**src/rtl/seg7_scan_drv.sv**
```systemverilog
// Multiplexed N-digit seven-segment driver: prescaled digit scan, dead time, PWM dimming,
// leading-zero blanking and frame-synchronous shadow update. an/cat/frame_done are registered (1 cycle).
module seg7_scan_drv #(
    parameter int DIGITS   = 4,
    parameter int CLK_DIV  = 50000,
    parameter int DEAD     = 16,
    parameter int BRIGHT_W = 4
) (
    input  logic                  clk,
    input  logic                  rst_n,
    input  logic [4*DIGITS-1:0]   value,
    input  logic [DIGITS-1:0]     dp,
    input  logic [DIGITS-1:0]     blank,
    input  logic                  lzb,
    input  logic [BRIGHT_W-1:0]   bright,
    input  logic                  load,
    output logic [DIGITS-1:0]     an,
    output logic [7:0]            cat,
    output logic                  frame_done
);

    localparam int CNT_W = (CLK_DIV > 1) ? $clog2(CLK_DIV) : 1;
    localparam int IDX_W = (DIGITS > 1) ? $clog2(DIGITS) : 1;
    localparam logic [CNT_W-1:0] CNT_LAST = CNT_W'(CLK_DIV - 1);
    localparam logic [CNT_W-1:0] CNT_DEAD = CNT_W'(DEAD);
    localparam logic [IDX_W-1:0] IDX_LAST = IDX_W'(DIGITS - 1);

    logic [CNT_W-1:0]    cnt_q, cnt_d;
    logic [IDX_W-1:0]    idx_q, idx_d;
    logic [BRIGHT_W-1:0] pwm_q;
    logic [4*DIGITS-1:0] sh_val_q, disp_val_q;
    logic [DIGITS-1:0]   sh_dp_q, sh_blank_q, disp_dp_q, disp_blank_q;
    logic                pend_q;
    logic [DIGITS-1:0]   an_q, an_d;
    logic [7:0]          cat_q, cat_d;
    logic                fd_q;

    logic       slot_end, frame_end, pwm_on, lit, zero_run;
    logic [3:0] nib;
    logic       sel_dp, sel_blank, sel_lz;

    function automatic logic [6:0] seg7(input logic [3:0] n);
        case (n)
            4'h0: seg7 = 7'h40;
            4'h1: seg7 = 7'h79;
            4'h2: seg7 = 7'h24;
            4'h3: seg7 = 7'h30;
            4'h4: seg7 = 7'h19;
            4'h5: seg7 = 7'h12;
            4'h6: seg7 = 7'h02;
            4'h7: seg7 = 7'h78;
            4'h8: seg7 = 7'h00;
            4'h9: seg7 = 7'h10;
            4'hA: seg7 = 7'h08;
            4'hB: seg7 = 7'h03;
            4'hC: seg7 = 7'h46;
            4'hD: seg7 = 7'h21;
            4'hE: seg7 = 7'h06;
            default: seg7 = 7'h0E;
        endcase
    endfunction

    always_comb begin
        slot_end  = (cnt_q == CNT_LAST);
        frame_end = slot_end && (idx_q == IDX_LAST);
        cnt_d     = slot_end ? '0 : cnt_q + 1'b1;
        idx_d     = idx_q;
        if (slot_end) begin
            idx_d = (idx_q == IDX_LAST) ? '0 : idx_q + 1'b1;
        end
        pwm_on = (bright == '1) || (pwm_q < bright);

        // Walk from the most significant digit down so zero_run covers digits i..DIGITS-1.
        zero_run  = lzb;
        nib       = 4'h0;
        sel_dp    = 1'b0;
        sel_blank = 1'b0;
        sel_lz    = 1'b0;
        for (int i = DIGITS - 1; i >= 0; i--) begin
            zero_run = zero_run && (disp_val_q[4*i +: 4] == 4'h0);
            if (idx_q == IDX_W'(i)) begin
                nib       = disp_val_q[4*i +: 4];
                sel_dp    = disp_dp_q[i];
                sel_blank = disp_blank_q[i];
                sel_lz    = zero_run && (i != 0);
            end
        end

        lit = (cnt_q >= CNT_DEAD) && pwm_on && !sel_blank && !sel_lz;
        for (int i = 0; i < DIGITS; i++) begin
            an_d[i] = !(lit && (idx_q == IDX_W'(i)));
        end
        cat_d = lit ? {~sel_dp, seg7(nib)} : 8'hFF;
    end

    always_ff @(posedge clk) begin
        if (!rst_n) begin
            cnt_q        <= '0;
            idx_q        <= '0;
            pwm_q        <= '0;
            sh_val_q     <= '0;
            sh_dp_q      <= '0;
            sh_blank_q   <= '0;
            disp_val_q   <= '0;
            disp_dp_q    <= '0;
            disp_blank_q <= '0;
            pend_q       <= 1'b0;
            an_q         <= '1;
            cat_q        <= 8'hFF;
            fd_q         <= 1'b0;
        end else begin
            cnt_q <= cnt_d;
            idx_q <= idx_d;
            pwm_q <= pwm_q + 1'b1;
            if (load) begin
                sh_val_q   <= value;
                sh_dp_q    <= dp;
                sh_blank_q <= blank;
            end
            // Transfer takes the pre-load shadow; a load in the boundary cycle waits one frame.
            if (frame_end && pend_q) begin
                disp_val_q   <= sh_val_q;
                disp_dp_q    <= sh_dp_q;
                disp_blank_q <= sh_blank_q;
            end
            pend_q <= load || (pend_q && !frame_end);
            an_q   <= an_d;
            cat_q  <= cat_d;
            fd_q   <= frame_end;
        end
    end

    assign an         = an_q;
    assign cat        = cat_q;
    assign frame_done = fd_q;

endmodule

```
**config.mk**
```make
export PLATFORM = sky130hd
export DESIGN_NAME = seg7_scan_drv
export DESIGN_NICKNAME = d
export VERILOG_FILES = /design/src/rtl/seg7_scan_drv.sv
export SDC_FILE = /design/constraint.sdc
export NUM_CORES = 1
export LEC_CHECK = 0
export CAP_MARGIN = 20
export CORE_AREA = 2 2 83 85
export CTS_CLUSTER_SIZE = 24
export DETAILED_ROUTE_END_ITERATION = 10
export DIE_AREA = 0 0 85 87
export PLACE_DENSITY = 0.92
export SLEW_MARGIN = 20
export SYNTH_ARGS = -nofsm -noshare
export SYNTH_HDL_FRONTEND = slang
export SYNTH_SLANG_ARGS = --single-unit
```
**constraint.sdc**
```tcl
create_clock -name clk -period 4.18 [get_ports clk]
set_input_delay 0.627 -clock clk [delete_from_list [all_inputs] [get_ports clk]]
set_output_delay 0.627 -clock clk [all_outputs]
set_load 0.02 [all_outputs]
```
==> out/summary.txt <==
fmax -> 352 MHz
# IOs -> 45
most frequent cell after synthesis -> dfxtp_1
htree depth -> 3
Worst R2R Setup Slack -> 1.34 ns
wire per inst -> 13.9 um
Synth top area share -> 0.438
VDD IR-drop max -> 0.326 mV
Slew Limit Headroom -> 0.365
worst slack, placed -> 1.38 ns
min-delay src -> disp_val_q[0]
area of the multi-input gates -> 1990 sq um
area post-placement -> 4300 sq um
clk_lat worst skew -> 0.36 ns
DR vias/cell -> 5.49
Clock Skew -> 0.0134 ns
critical path type -> register to register
vias in the first global route -> 2800
CTS tree -> built
clk slew on worst S/H paths -> 0.09 ns
worst setup margin -> 1.34 ns
first-pass GRT wire length -> 12800 um
DPL Wire Length -> 5210 um
Initial Utilization -> 0.585
fraction of layout cells with a size suffix above 1 -> 0.0921
initial DRC count -> 133
Layout fillers -> 473
Via Count -> 2944
busiest layer in global routing -> met2
post-synthesis cell count -> 415
RSZ-0062 raised after global routing -> no
Tightest Pin Transition -> 0.949 ns
hold_buf cts -> 0
CTS resizes -> 0
Die Height -> 87 um
count of max-cap constraint violations -> 0
mean post-synth cell area -> 9.25 sq um
GRT Total Usage -> 0.213
met2 Track Usage GR -> 0.363
clk root buf -> clkbuf_8
R2R depth -> 9
WP data arrival -> 3.09 ns
# port buffers -> 44
max-slew violation count -> 0
Yosys top cell by area -> dfxtp_1
initial antenna violation count -> 0
ys flop type -> dfxtp_1
Post-Syn Nets -> 463
critical path required time -> 4.43 ns
total grt overflow -> 0
final setup vio count -> 0
final instance area -> 4510 sq um
WL final -> 7460 um
gpl congestion -> 0.874
first drt pass iteration count -> 5
final period utilization -> 0.680
final net count -> 499
Reg-to-Reg End -> cat[0]
Row Count -> 30
die area -> 7400 sq um
clock buffer depth -> 2
Hold Path Sink -> disp_val_q[0]
Ys Warns -> 0
Reg area -> 1680 sq um
area grow syn2layout -> 17.5%
reg-to-reg startpoint -> idx_q[0]
grt met1 use -> 0.271
Synth area leaders -> dfxtp_1 (44%), nand2_1 (6.8%), mux2i_1 (6.5%)
Die W -> 85 um
Post-synth top cells -> dfxtp_1 (84), nand2_1 (70), nor2b_1 (29)
Core Region -> 6570 sq um
peak fanout along the critical path -> 17
startpoint types -> register
setup bufs post-CTS -> 0
total CTS buffers -> 9
post-route setup TNS -> 0 ns
Critical Path End Type -> register
Seq cells post-synth -> 84
Netlist cell types -> 46
Static Leak -> 1.68 nW
grt met3 use -> 0.0569
post-synthesis sequential area ratio -> 0.438
status -> completed
largest net degree at the start of global routing -> 61
antenna viol nets, final -> 0
Min Clock Period, post-route -> 2.84 ns
min-delay worst type -> register to register
post-route DRC violation count -> 0
Total Power -> 0.00152 W
synthesized cell area -> 3840 sq um
Post-synth EDFFs -> 0
Ant. Diodes -> 0
pwr/cell area -> 337 nW/um^2
clock sink count -> 84
Hold Path Stages -> 2
Fin. Hold Viols -> 0
Async SR Flop Fraction -> 0
[cell usage in the layout (no fill, tap or decap), types with 2 or more instances in the layout]
cell type	instances
nor3b_1	5
nand3b_1	5
mux2i_1	25
dfxtp_1	84
o21a_1	2
nor3_1	6
a21oi_1	7
nor2_1	23
xnor2_1	9
a211oi_1	4
buf_4	4
xor2_1	8
a311oi_1	2
or3_1	2
a21boi_2	20
clkdlybuf4s50_1	44
nand3_1	12
nand4_1	3
nor4_1	4
o211ai_1	4
nor2b_1	29
ha_1	16
inv_1	15
and3_1	5
nand2_1	70
and2_1	4
clkinv_4	3
clkbuf_8	10
a21boi_0	5
o221ai_1	2
o21ai_0	6
[area by class of cell]
class | instances | share of cell area
clock inverters | 6 | 0.0161
multi-input cells | 293 | 0.442
repair buffers | 48 | 0.104
clock buffers | 10 | 0.0305
well taps | 80 | 0.0222
flip-flops and latches | 84 | 0.373
inverters | 15 | 0.0125
[registers in the layout, indices dropped and copies added, names as in the netlist]
name          count
cat               8
pend_q            1
frame_done        1
cnt_q            16
disp_val_q       16
disp_dp_q         4
idx_q             2
an                4
disp_blank_q      4
pwm_q             4
sh_dp_q           4
sh_blank_q        4
sh_val_q         16
[critical path, stage by stage, from the launching register on]
cell	delay (ns)
dfxtp_1	0.35
inv_1	0.12
ha_1	0.51
a211oi_1	0.10
a221oi_1	0.67
inv_1	0.20
ha_1	0.26
or3_1	0.37
o221ai_1	0.08
nand2_1	0.07
[stage by stage]
step                std cells  utilization  hold WS [ns]
finish                    536        0.687         0.459
global route              536        0.687         0.486
CTS                       536        0.687         0.462
detailed placement        520        0.655         0.450
global placement          520        0.655         0.449
floorplan                 415            -         0.432
[logic make-up (layout without fill, tap and decap cells)]
family,after synthesis,in the layout,share of synthesized area
compound gates,61,61,0.135
simple gates,174,174,0.227
xor+xnor,17,17,0.0388
buf+inv,38,79,0.0433
mux,25,25,0.0652
fa+ha+maj,16,16,0.0521
flops,84,84,0.438
[power breakdown]
part | switching [W] | internal (W) | total [W]
registers | 0.0000132 | 0.000819 | 0.000832
logic | 0.0000339 | 0.0000567 | 0.0000905
clock network | 0.000299 | 0.000297 | 0.000597
[metal layers]
layer / wire (um) / vias to the layer above / part of all wire
met1: 3420 / 1375 / 0.46
met5: 0 / - / 0
met4: 68 / 0 / 0.0091
li1: - / 1486 / -
met2: 3630 / 75 / 0.49
met3: 337 / 8 / 0.045
[worst max path at each step]
stage	from	end	slack [ns]	depth (start not counted)
floorplan	idx_q[0]	cat[0]	1.62	11
global placement	bright[2]	cat[2]	1.54	9
detailed placement	idx_q[0]	cat[0]	1.38	9
CTS	idx_q[0]	cat[0]	1.36	9
global route	idx_q[0]	cat[3]	1.02	9
finish	idx_q[0]	cat[0]	1.34	9
(Power assumes the default switching activity.)
